## config.mk

```make
export PLATFORM = sky130hd
export DESIGN_NAME = qsn_shift_sched_len51
export DESIGN_NICKNAME = d
export VERILOG_FILES = /design/src/rtl/qsn_shift_sched_len51.sv
export SDC_FILE = /design/constraint.sdc
export NUM_CORES = 1
export LEC_CHECK = 0
export CAP_MARGIN = 20
export CORE_ASPECT_RATIO = 1.25
export CORE_MARGIN = 2
export CORE_UTILIZATION = 59
export CTS_CLUSTER_DIAMETER = 150
export DETAILED_ROUTE_END_ITERATION = 10
export HOLD_SLACK_MARGIN = 0.03
export PLACE_DENSITY_LB_ADDON = 0.25
export RECOVER_POWER = 25
export SYNTH_ARGS = -nofsm -noshare
export SYNTH_HDL_FRONTEND = slang
export SYNTH_SLANG_ARGS = --single-unit
```

## constraint.sdc

```tcl
create_clock -name sys_clk -period 7.35 [get_ports sys_clk]
set_clock_uncertainty 0.1 [all_clocks]
set_input_delay 1.1025 -clock sys_clk [delete_from_list [all_inputs] [get_ports sys_clk]]
set_output_delay 1.1025 -clock sys_clk [all_outputs]
set_load 0.005 [all_outputs]
```

## src/rtl/qsn_shift_sched_len51.sv

```systemverilog
// qsn_shift_sched_len51: column sequencer and select generator for the
// 51-wide, 3-bit QSN cyclic shifter of the layered LDPC decoder.
// Holds a per-layer table of circulant shift factors, accepts one beat per
// block column, drives left/right/merge selects and tracks each beat
// through the QSN pipeline.
// Optional feature macro: QSN_SHIFT_OFFSET_EN (adds shift_offset input that
// is added modulo P to every table entry of the layer).
module qsn_shift_sched_len51 #(
  parameter int P       = 51,
  parameter int SEL_W   = 6,
  parameter int COL_MAX = 8,
  parameter int QSN_LAT = 2
) (
  input  logic             sys_clk,
  input  logic             rstn,
  input  logic             cfg_we,
  input  logic [2:0]       cfg_addr,
  input  logic [SEL_W-1:0] cfg_shift,
  output logic             cfg_err,
  input  logic [3:0]       col_num,
  input  logic             layer_start,
`ifdef QSN_SHIFT_OFFSET_EN
  input  logic [SEL_W-1:0] shift_offset,
`endif
  input  logic             in_valid,
  output logic             in_ready,
  output logic [SEL_W-1:0] left_sel,
  output logic [SEL_W-1:0] right_sel,
  output logic [P-2:0]     merge_sel,
  output logic             qsn_in_valid,
  output logic             out_valid,
  output logic [2:0]       out_col,
  output logic             busy,
  output logic             layer_done
);

  localparam logic [1:0] ST_IDLE  = 2'd0;
  localparam logic [1:0] ST_RUN   = 2'd1;
  localparam logic [1:0] ST_DRAIN = 2'd2;

  localparam logic [SEL_W-1:0] P_S       = SEL_W'(P);
  localparam logic [3:0]       COL_MAX_C = 4'(COL_MAX);

  logic [1:0]       state_q, state_d;
  logic [3:0]       col_num_q, col_num_d;
  logic [3:0]       col_cnt_q, col_cnt_d;
  logic [SEL_W-1:0] table_q [COL_MAX];
  logic [SEL_W-1:0] table_d [COL_MAX];
  logic [SEL_W-1:0] left_q, left_d;
  logic [SEL_W-1:0] right_q, right_d;
  logic [P-2:0]     merge_q, merge_d;
  logic             qiv_q, qiv_d;
  logic [2:0]       qcol_q, qcol_d;
  logic [QSN_LAT-1:0] vpipe_q, vpipe_d;
  logic [2:0]       cpipe_q [QSN_LAT];
  logic [2:0]       cpipe_d [QSN_LAT];
  logic             cfg_err_q, cfg_err_d;
  logic             done_q, done_d;
`ifdef QSN_SHIFT_OFFSET_EN
  logic [SEL_W-1:0] offset_q, offset_d;
  logic [SEL_W:0]   s_sum;
`endif

  logic             accept;
  logic             line_busy;
  logic [SEL_W-1:0] s_eff;
  logic [SEL_W-1:0] thr;

  assign accept       = (state_q == ST_RUN) && in_valid;
  assign in_ready     = (state_q == ST_RUN);
  assign busy         = (state_q != ST_IDLE);
  assign cfg_err      = cfg_err_q;
  assign layer_done   = done_q;
  assign left_sel     = left_q;
  assign right_sel    = right_q;
  assign merge_sel    = merge_q;
  assign qsn_in_valid = qiv_q;
  assign out_valid    = vpipe_q[QSN_LAT-1];
  assign out_col      = cpipe_q[QSN_LAT-1];

  // Control FSM, table writes and error reporting
  always_comb begin
    state_d   = state_q;
    col_num_d = col_num_q;
    col_cnt_d = col_cnt_q;
    table_d   = table_q;
    cfg_err_d = 1'b0;
    done_d    = 1'b0;
`ifdef QSN_SHIFT_OFFSET_EN
    offset_d  = offset_q;
`endif
    if (cfg_we) begin
      if ((state_q == ST_IDLE) && (cfg_shift < P_S)) begin
        table_d[cfg_addr] = cfg_shift;
      end else begin
        cfg_err_d = 1'b1;
      end
    end
    case (state_q)
      ST_IDLE: begin
        if (layer_start) begin
          if ((col_num == 4'd0) || (col_num > COL_MAX_C)) begin
            cfg_err_d = 1'b1;
          end else begin
            state_d   = ST_RUN;
            col_num_d = col_num;
            col_cnt_d = '0;
`ifdef QSN_SHIFT_OFFSET_EN
            if (shift_offset >= P_S) begin
              offset_d  = '0;
              cfg_err_d = 1'b1;
            end else begin
              offset_d = shift_offset;
            end
`endif
          end
        end
      end
      ST_RUN: begin
        if (accept) begin
          col_cnt_d = col_cnt_q + 4'd1;
          if (col_cnt_q == (col_num_q - 4'd1)) begin
            state_d = ST_DRAIN;
          end
        end
      end
      ST_DRAIN: begin
        // Looks one cycle ahead so layer_done lines up with the cycle
        // right after the final out_valid.
        if (!line_busy) begin
          done_d  = 1'b1;
          state_d = ST_IDLE;
        end
      end
      default: state_d = ST_IDLE;
    endcase
  end

  // Select encoding for the accepted beat; selects hold otherwise
  always_comb begin
`ifdef QSN_SHIFT_OFFSET_EN
    s_sum = {1'b0, table_q[col_cnt_q[2:0]]} + {1'b0, offset_q};
    s_eff = (s_sum >= {1'b0, P_S}) ? SEL_W'(s_sum - {1'b0, P_S})
                                   : s_sum[SEL_W-1:0];
`else
    s_eff = table_q[col_cnt_q[2:0]];
`endif
    thr     = P_S - SEL_W'(1) - s_eff;
    left_d  = left_q;
    right_d = right_q;
    merge_d = merge_q;
    if (accept) begin
      left_d  = s_eff;
      right_d = (s_eff == '0) ? '0 : (P_S - s_eff);
      for (int unsigned k = 0; k < P - 1; k++) begin
        merge_d[k] = (SEL_W'(k) >= thr);
      end
    end
  end

  // Valid/column delay line tracking beats through the QSN
  always_comb begin
    qiv_d      = accept;
    qcol_d     = accept ? col_cnt_q[2:0] : qcol_q;
    vpipe_d    = vpipe_q;
    cpipe_d    = cpipe_q;
    vpipe_d[0] = qiv_q;
    cpipe_d[0] = qcol_q;
    for (int unsigned i = 1; i < QSN_LAT; i++) begin
      vpipe_d[i] = vpipe_q[i-1];
      cpipe_d[i] = cpipe_q[i-1];
    end
    line_busy = qiv_q;
    for (int unsigned i = 0; i + 1 < QSN_LAT; i++) begin
      line_busy = line_busy | vpipe_q[i];
    end
  end

  // State registers with asynchronous active-low reset
  always_ff @(posedge sys_clk or negedge rstn) begin
    if (!rstn) begin
      state_q   <= ST_IDLE;
      col_num_q <= '0;
      col_cnt_q <= '0;
      for (int unsigned i = 0; i < COL_MAX; i++) table_q[i] <= '0;
      left_q    <= '0;
      right_q   <= '0;
      merge_q   <= '0;
      qiv_q     <= 1'b0;
      qcol_q    <= '0;
      vpipe_q   <= '0;
      for (int unsigned i = 0; i < QSN_LAT; i++) cpipe_q[i] <= '0;
      cfg_err_q <= 1'b0;
      done_q    <= 1'b0;
`ifdef QSN_SHIFT_OFFSET_EN
      offset_q  <= '0;
`endif
    end else begin
      state_q   <= state_d;
      col_num_q <= col_num_d;
      col_cnt_q <= col_cnt_d;
      table_q   <= table_d;
      left_q    <= left_d;
      right_q   <= right_d;
      merge_q   <= merge_d;
      qiv_q     <= qiv_d;
      qcol_q    <= qcol_d;
      vpipe_q   <= vpipe_d;
      cpipe_q   <= cpipe_d;
      cfg_err_q <= cfg_err_d;
      done_q    <= done_d;
`ifdef QSN_SHIFT_OFFSET_EN
      offset_q  <= offset_d;
`endif
    end
  end

endmodule
```

==> out/metrics.yaml, run 1 <==
cts-resized-gates: 0
ff2ff_path_depth: 7
cts_setup_buffers: 0
synth-async-reset-ratio_pct: 100
max-slew-margin-rel_pct: -70.2
grt_pass1_vias: 4645
grt_pass1_wl_um: 23500
cts_tree: "yes"
gp_congestion: 0.838
final_common_cell: "dfrtp_1"
grt_usage_pct: 27.5
start_util_pct: 60.7
period_share_pct: 67.3
clk_latency_ns: 0.42
multi_input_area_mm2: 0.00261
crit_top_cell: "clkbuf_1"
synth_warnings: 0
synth.cell_area_mm2: 0.00617
synth_fp_nets: 535
syn2layout_area_growth_pct: 25.4
cts_sinks: 134
cts.clk_slew.worst_paths_ns: 0.06
setup_tns_ns: 0
seqCellArea_mm2: 0.00335
violations: "capacitance limit, slew limit"
finalHoldViolCount: 0
seq_area_frac_synth_pct: 54.4
finalSetupViolations: 0
max_stage_delay_ns: 1.77
final_cell_mix: "dfrtp_1, clkdlybuf4s50_1, nand2_1"
synth-seq-cells: 134
antenna_found_initial: 0
dieArea_mm2: 0.0113
first_pass_iters: 5
synth_area_leader_cell: "dfrtp_1"
r2r_end: "merge_sel[36]"
drive_above_1_share_pct: 20.0
worstMarginPinSlew_ns: 2.55
cts-root-buf: "clkbuf_16"
detail_route.vias_per_cell: 6.25
vias: 4584
stdcell_area_mm2: 0.00774
min_from: "cpipe_d[1]"
clk_path_buf_depth: 2
reg2reg_slack_ns: 3.26
syn_inst: 509
fp-row-count: 41
arrival_ns: 5.07
timing.rr.start: "col_cnt_q[0]"
drv_cap: 2
cts_buffers: 17
worst-path-max-fanout: 68
cp_top_family: "buffers and inverters"
hold_class: "reg -> reg"
end_kind: "asynchronous set/reset pin"
hpwl_um: 9740
hold_path_end: "out_col[1]"
start_kind: "input port"
synthDominantCellAreaShare_pct: 54.4
synthFlopType: "dfrtp_1"
crit_buf_inv: 3
drc: 0
fill_cells: 658
grt_max_degree: 87
critPathSlowestCell: "clkbuf_1"
io_pins: 89
nNetsFinal: 618
synth_edf_count: 0
fin_crit_ns: 4.94
synthTopCellsByArea: "dfrtp_1, mux2_2, nand2_1"
fmax_mhz: 202
grt_overflow: 0
crit_required_ns: 7.48
holdBufCountCts: 0
fp.dieW_um: 95.5
worstHoldPathCells: 0
core_area_mm2: 0.0102
rsz0062_at_grt: "false"
cp_cell_sequence: "clkbuf_1, clkbuf_1, clkbuf_2"
path_class: "in -> async"
die_y_um: 118
drtIter0Drc: 411
drt.antenna.violating_nets: 0
antenna_cells: 0
synth.avg_cell_area_um2: 12.1
status: "finished, violations left"
hold_ws_ns: 0.249
slew_viol_final: 119
routed_wl_um: 14900
wl_per_cell_um: 20.3
post_dp_cell_area_mm2: 0.00707
htree_levels: 4
ys_types: 65
io_buffers: 88
[worst max-delay path by stage]
stage                       from            end  slack [ns]  cells past startpoint
floorplan           col_cnt_q[0]  merge_sel[40]        4.16                     12
global placement    col_cnt_q[0]  merge_sel[38]        3.05                      9
detailed placement  col_cnt_q[0]  merge_sel[36]        2.84                      9
CTS                 col_cnt_q[0]  merge_sel[36]        2.78                      9
global route                rstn    table_q[43]        1.49                      3
finish                      rstn     table_q[0]        2.41                      3
[cell families (layout without fill, tap and decap cells)]
kind of cell,Yosys count,in the layout,share of synthesized area [%]
compound gates,115,115,13.9
xor+xnor,11,11,1.56
fa+ha+maj,8,8,1.62
buf+inv,42,138,3.43
flops,134,134,54.4
mux,69,69,15.6
simple gates,130,130,9.61
[through the flow]
stage               cells  setup slack (ns)  utilization [%]
floorplan             509              4.16                -
global placement      699              3.05             69.6
detailed placement    699              2.84             69.6
CTS                   731              2.78             76.0
global route          734              1.49             76.2
finish                734              2.41             76.2
[layer usage]
layer  GRT usage [%]  share of wire, %  vias up  wire length, um
li1                -                 -     2033                -
met1            32.4                37     2304             5430
met2            46.6                54      202             8080
met3            5.86               5.7       45              849
met4            14.3               3.4        0              504
met5               0                 0        -                0
[registers in the layout, indices dropped and copies added, names as in the netlist, 3 cells and up]
register,cells
cpipe_d,3
left_sel,6
out_col,3
col_num_q,4
qcol_q,3
right_sel,6
col_cnt_q,4
merge_sel,50
table_q,48
[cells in the mapped netlist, drive strengths merged (4+ instances only)]
cell and n:
a211oi 6, a21oi 20, a22o 9, a31oi 9, a32o 4, and2 4, buf 14, clkbuf 15
dfrtp 134, ha 8, inv 11, mux2 53, mux2i 4, mux4 12, nand2 61, nand2b 4
nand3 5, nand4 4, nor2 33, nor3 7, o211ai 7, o21ai 26, o31ai 4, o41ai 7
xnor2 8
[cell type report]
class / instances / share of cell area [%]
clock inverter: 11 / 2.23
tap: 129 / 2.09
timing repair buffer: 93 / 11.8
inverter: 13 / 0.663
multi-input combinational: 333 / 33.8
clock buffer: 21 / 6.08
sequential: 134 / 43.3
[worst register-to-register path: stages (launching register included)]
cell and delay, ns:
dfrtp_1 0.93, mux4_2 0.62, mux2_4 0.35, inv_1 0.29
nand4_1 0.22, a21oi_1 0.87, o21ai_0 0.36, a31oi_1 0.27
Power of run 1 is not shown: default switching activity piles up to over one toggle a cycle in this logic, so the estimate is an artifact.
==> run 2, diff against run 1 <==
Settings changed: CORE_UTILIZATION 59 to 49.
Clock period 7.35 ns to 4.25 ns, I/O delays scaled along.
==> run 2 against run 1 <==
Effect of this change: the flow still finishes with violations (capacitance limit, slew limit); sequential share of layout area down 0.64 points; critical endpoint is now merge_sel[49]; core utilization down 12 points; critical path type is now reg -> reg; critical path depth up 7.
==> out/metrics.yaml, run 2 (synthesis results as in run 1) <==
end_kind: "register"  # was asynchronous set/reset pin
ff2ff_path_depth: 10  # was 7
die_y_um: 129  # was 118 um
syn2layout_area_growth_pct: 27.3  # was 25.4%
drv_cap: 1  # was 2
drtIter0Drc: 267  # was 411
start_util_pct: 50.5  # was 60.7%
finalHoldViolCount: 0  # unchanged
worst-path-max-fanout: 14  # was 68
dieArea_mm2: 0.0135  # was 0.0113 mm^2
violations: "capacitance limit, slew limit"  # unchanged
period_share_pct: 88.9
clk_latency_ns: 0.42  # about the same
post_dp_cell_area_mm2: 0.00718  # was 0.00707 mm^2
hold_ws_ns: 0.245  # was 0.249 ns
hold_class: "reg -> reg"  # unchanged
first_pass_iters: 5  # unchanged
fin_crit_ns: 3.78
arrival_ns: 4.00  # was 5.07 ns
cts_setup_buffers: 0  # unchanged
fmax_mhz: 265
vias: 4523  # was 4584
finalSetupViolations: 0  # unchanged
grt_max_degree: 78  # was 87
grt_pass1_wl_um: 24000  # was 23500 um
grt_pass1_vias: 4634  # was 4645
detail_route.vias_per_cell: 5.84  # was 6.25
path_class: "reg -> reg"  # was in -> async
max-slew-margin-rel_pct: -24.6  # was -70.2%
drc: 0  # unchanged
setup_tns_ns: 0  # unchanged
io_pins: 89  # unchanged
hpwl_um: 10100  # was 9740 um
fill_cells: 940  # was 658
antenna_cells: 0  # unchanged
io_buffers: 88  # unchanged
cts-resized-gates: 0  # unchanged
rsz0062_at_grt: "false"  # unchanged
reg2reg_slack_ns: 0.47  # was 3.26 ns
drt.antenna.violating_nets: 0  # unchanged
cts.clk_slew.worst_paths_ns: 0.06  # about the same
htree_levels: 4  # unchanged
slew_viol_final: 77  # was 119
final_common_cell: "dfrtp_1"  # unchanged
stdcell_area_mm2: 0.00785  # was 0.00774 mm^2
final_cell_mix: "dfrtp_1, clkdlybuf4s50_1, nand2_1"  # unchanged
largest_reg_flops: 50  # unchanged
antenna_found_initial: 0  # unchanged
cts_sinks: 134  # unchanged
cts_buffers: 17  # unchanged
fp.dieW_um: 104  # was 95.5 um
start_kind: "register"  # was input port
worstHoldPathCells: 0  # unchanged
routed_wl_um: 14800  # was 14900 um
cts_tree: "yes"  # unchanged
worstMarginPinSlew_ns: 1.87  # was 2.55 ns
status: "finished, violations left"  # unchanged
core_area_mm2: 0.0122  # was 0.0102 mm^2
gp_congestion: 0.901  # was 0.838
fp-row-count: 45  # was 41
holdBufCountCts: 0  # unchanged
crit_required_ns: 4.47  # was 7.48 ns
grt_overflow: 0  # unchanged
cts-root-buf: "clkbuf_16"  # unchanged
drive_above_1_share_pct: 20.9  # was 20.0%
grt_usage_pct: 22.8  # was 27.5%
clk_path_buf_depth: 2  # unchanged
wl_per_cell_um: 19.1  # was 20.3 um
nNetsFinal: 624  # was 618
-- run 2: final timing paths --
path                                 end    startpoint
setup / recovery           merge_sel[49]  col_cnt_q[0]
max in group asynchronous  merge_sel[32]          rstn
hold / removal                out_col[0]    cpipe_d[0]
min in group asynchronous  merge_sel[31]          rstn
hold reg to reg               out_col[0]    cpipe_d[0]
setup reg to reg           merge_sel[49]  col_cnt_q[0]
-- run 2: area by class of cell --
cell class | instances | area (um^2) | area share [%]
Clock inverter | 12 | 224 | 2.85
Tap cell | 164 | 205 | 2.61
Inverter | 13 | 51.3 | 0.653
Multi-Input combinational cell | 333 | 2610 | 33.3
Sequential cell | 134 | 3350 | 42.7
Clock buffer | 20 | 447 | 5.69
Timing Repair Buffer | 99 | 958 | 12.2
-- run 2: layer usage --
metal | vias to the layer above | track usage (%) | wire length (um)
li1 | 2042 | - | -
met1 | 2279 | 27.3 | 5840
met2 | 172 | 40.2 | 7750
met3 | 30 | 5.08 | 912
met4 | 0 | 9.38 | 264
met5 | - | 0 | 0
-- run 2: per-stage QoR --
stage	instances	setup WS [ns]	utilization [%]
2_1_floorplan	509	1.06	-
3_3_place_gp	743	0.720	58.8
3_5_place_dp	743	0.544	58.8
4_1_cts	775	0.476	64.3
5_1_grt	775	0.190	64.3
6_report	775	0.473	64.3
-- run 2: worst max-delay path, cell delays in order (launching register included) --
cell      delay [ns]
dfrtp_1         0.65
mux4_1          0.68
mux2i_4         0.34
inv_4           0.10
ha_1            0.30
inv_1           0.23
nand2_1         0.16
xnor2_2         0.46
buf_4           0.30
a21oi_1         0.10
o221ai_1        0.25
Power of run 2 is left out for the same reason.
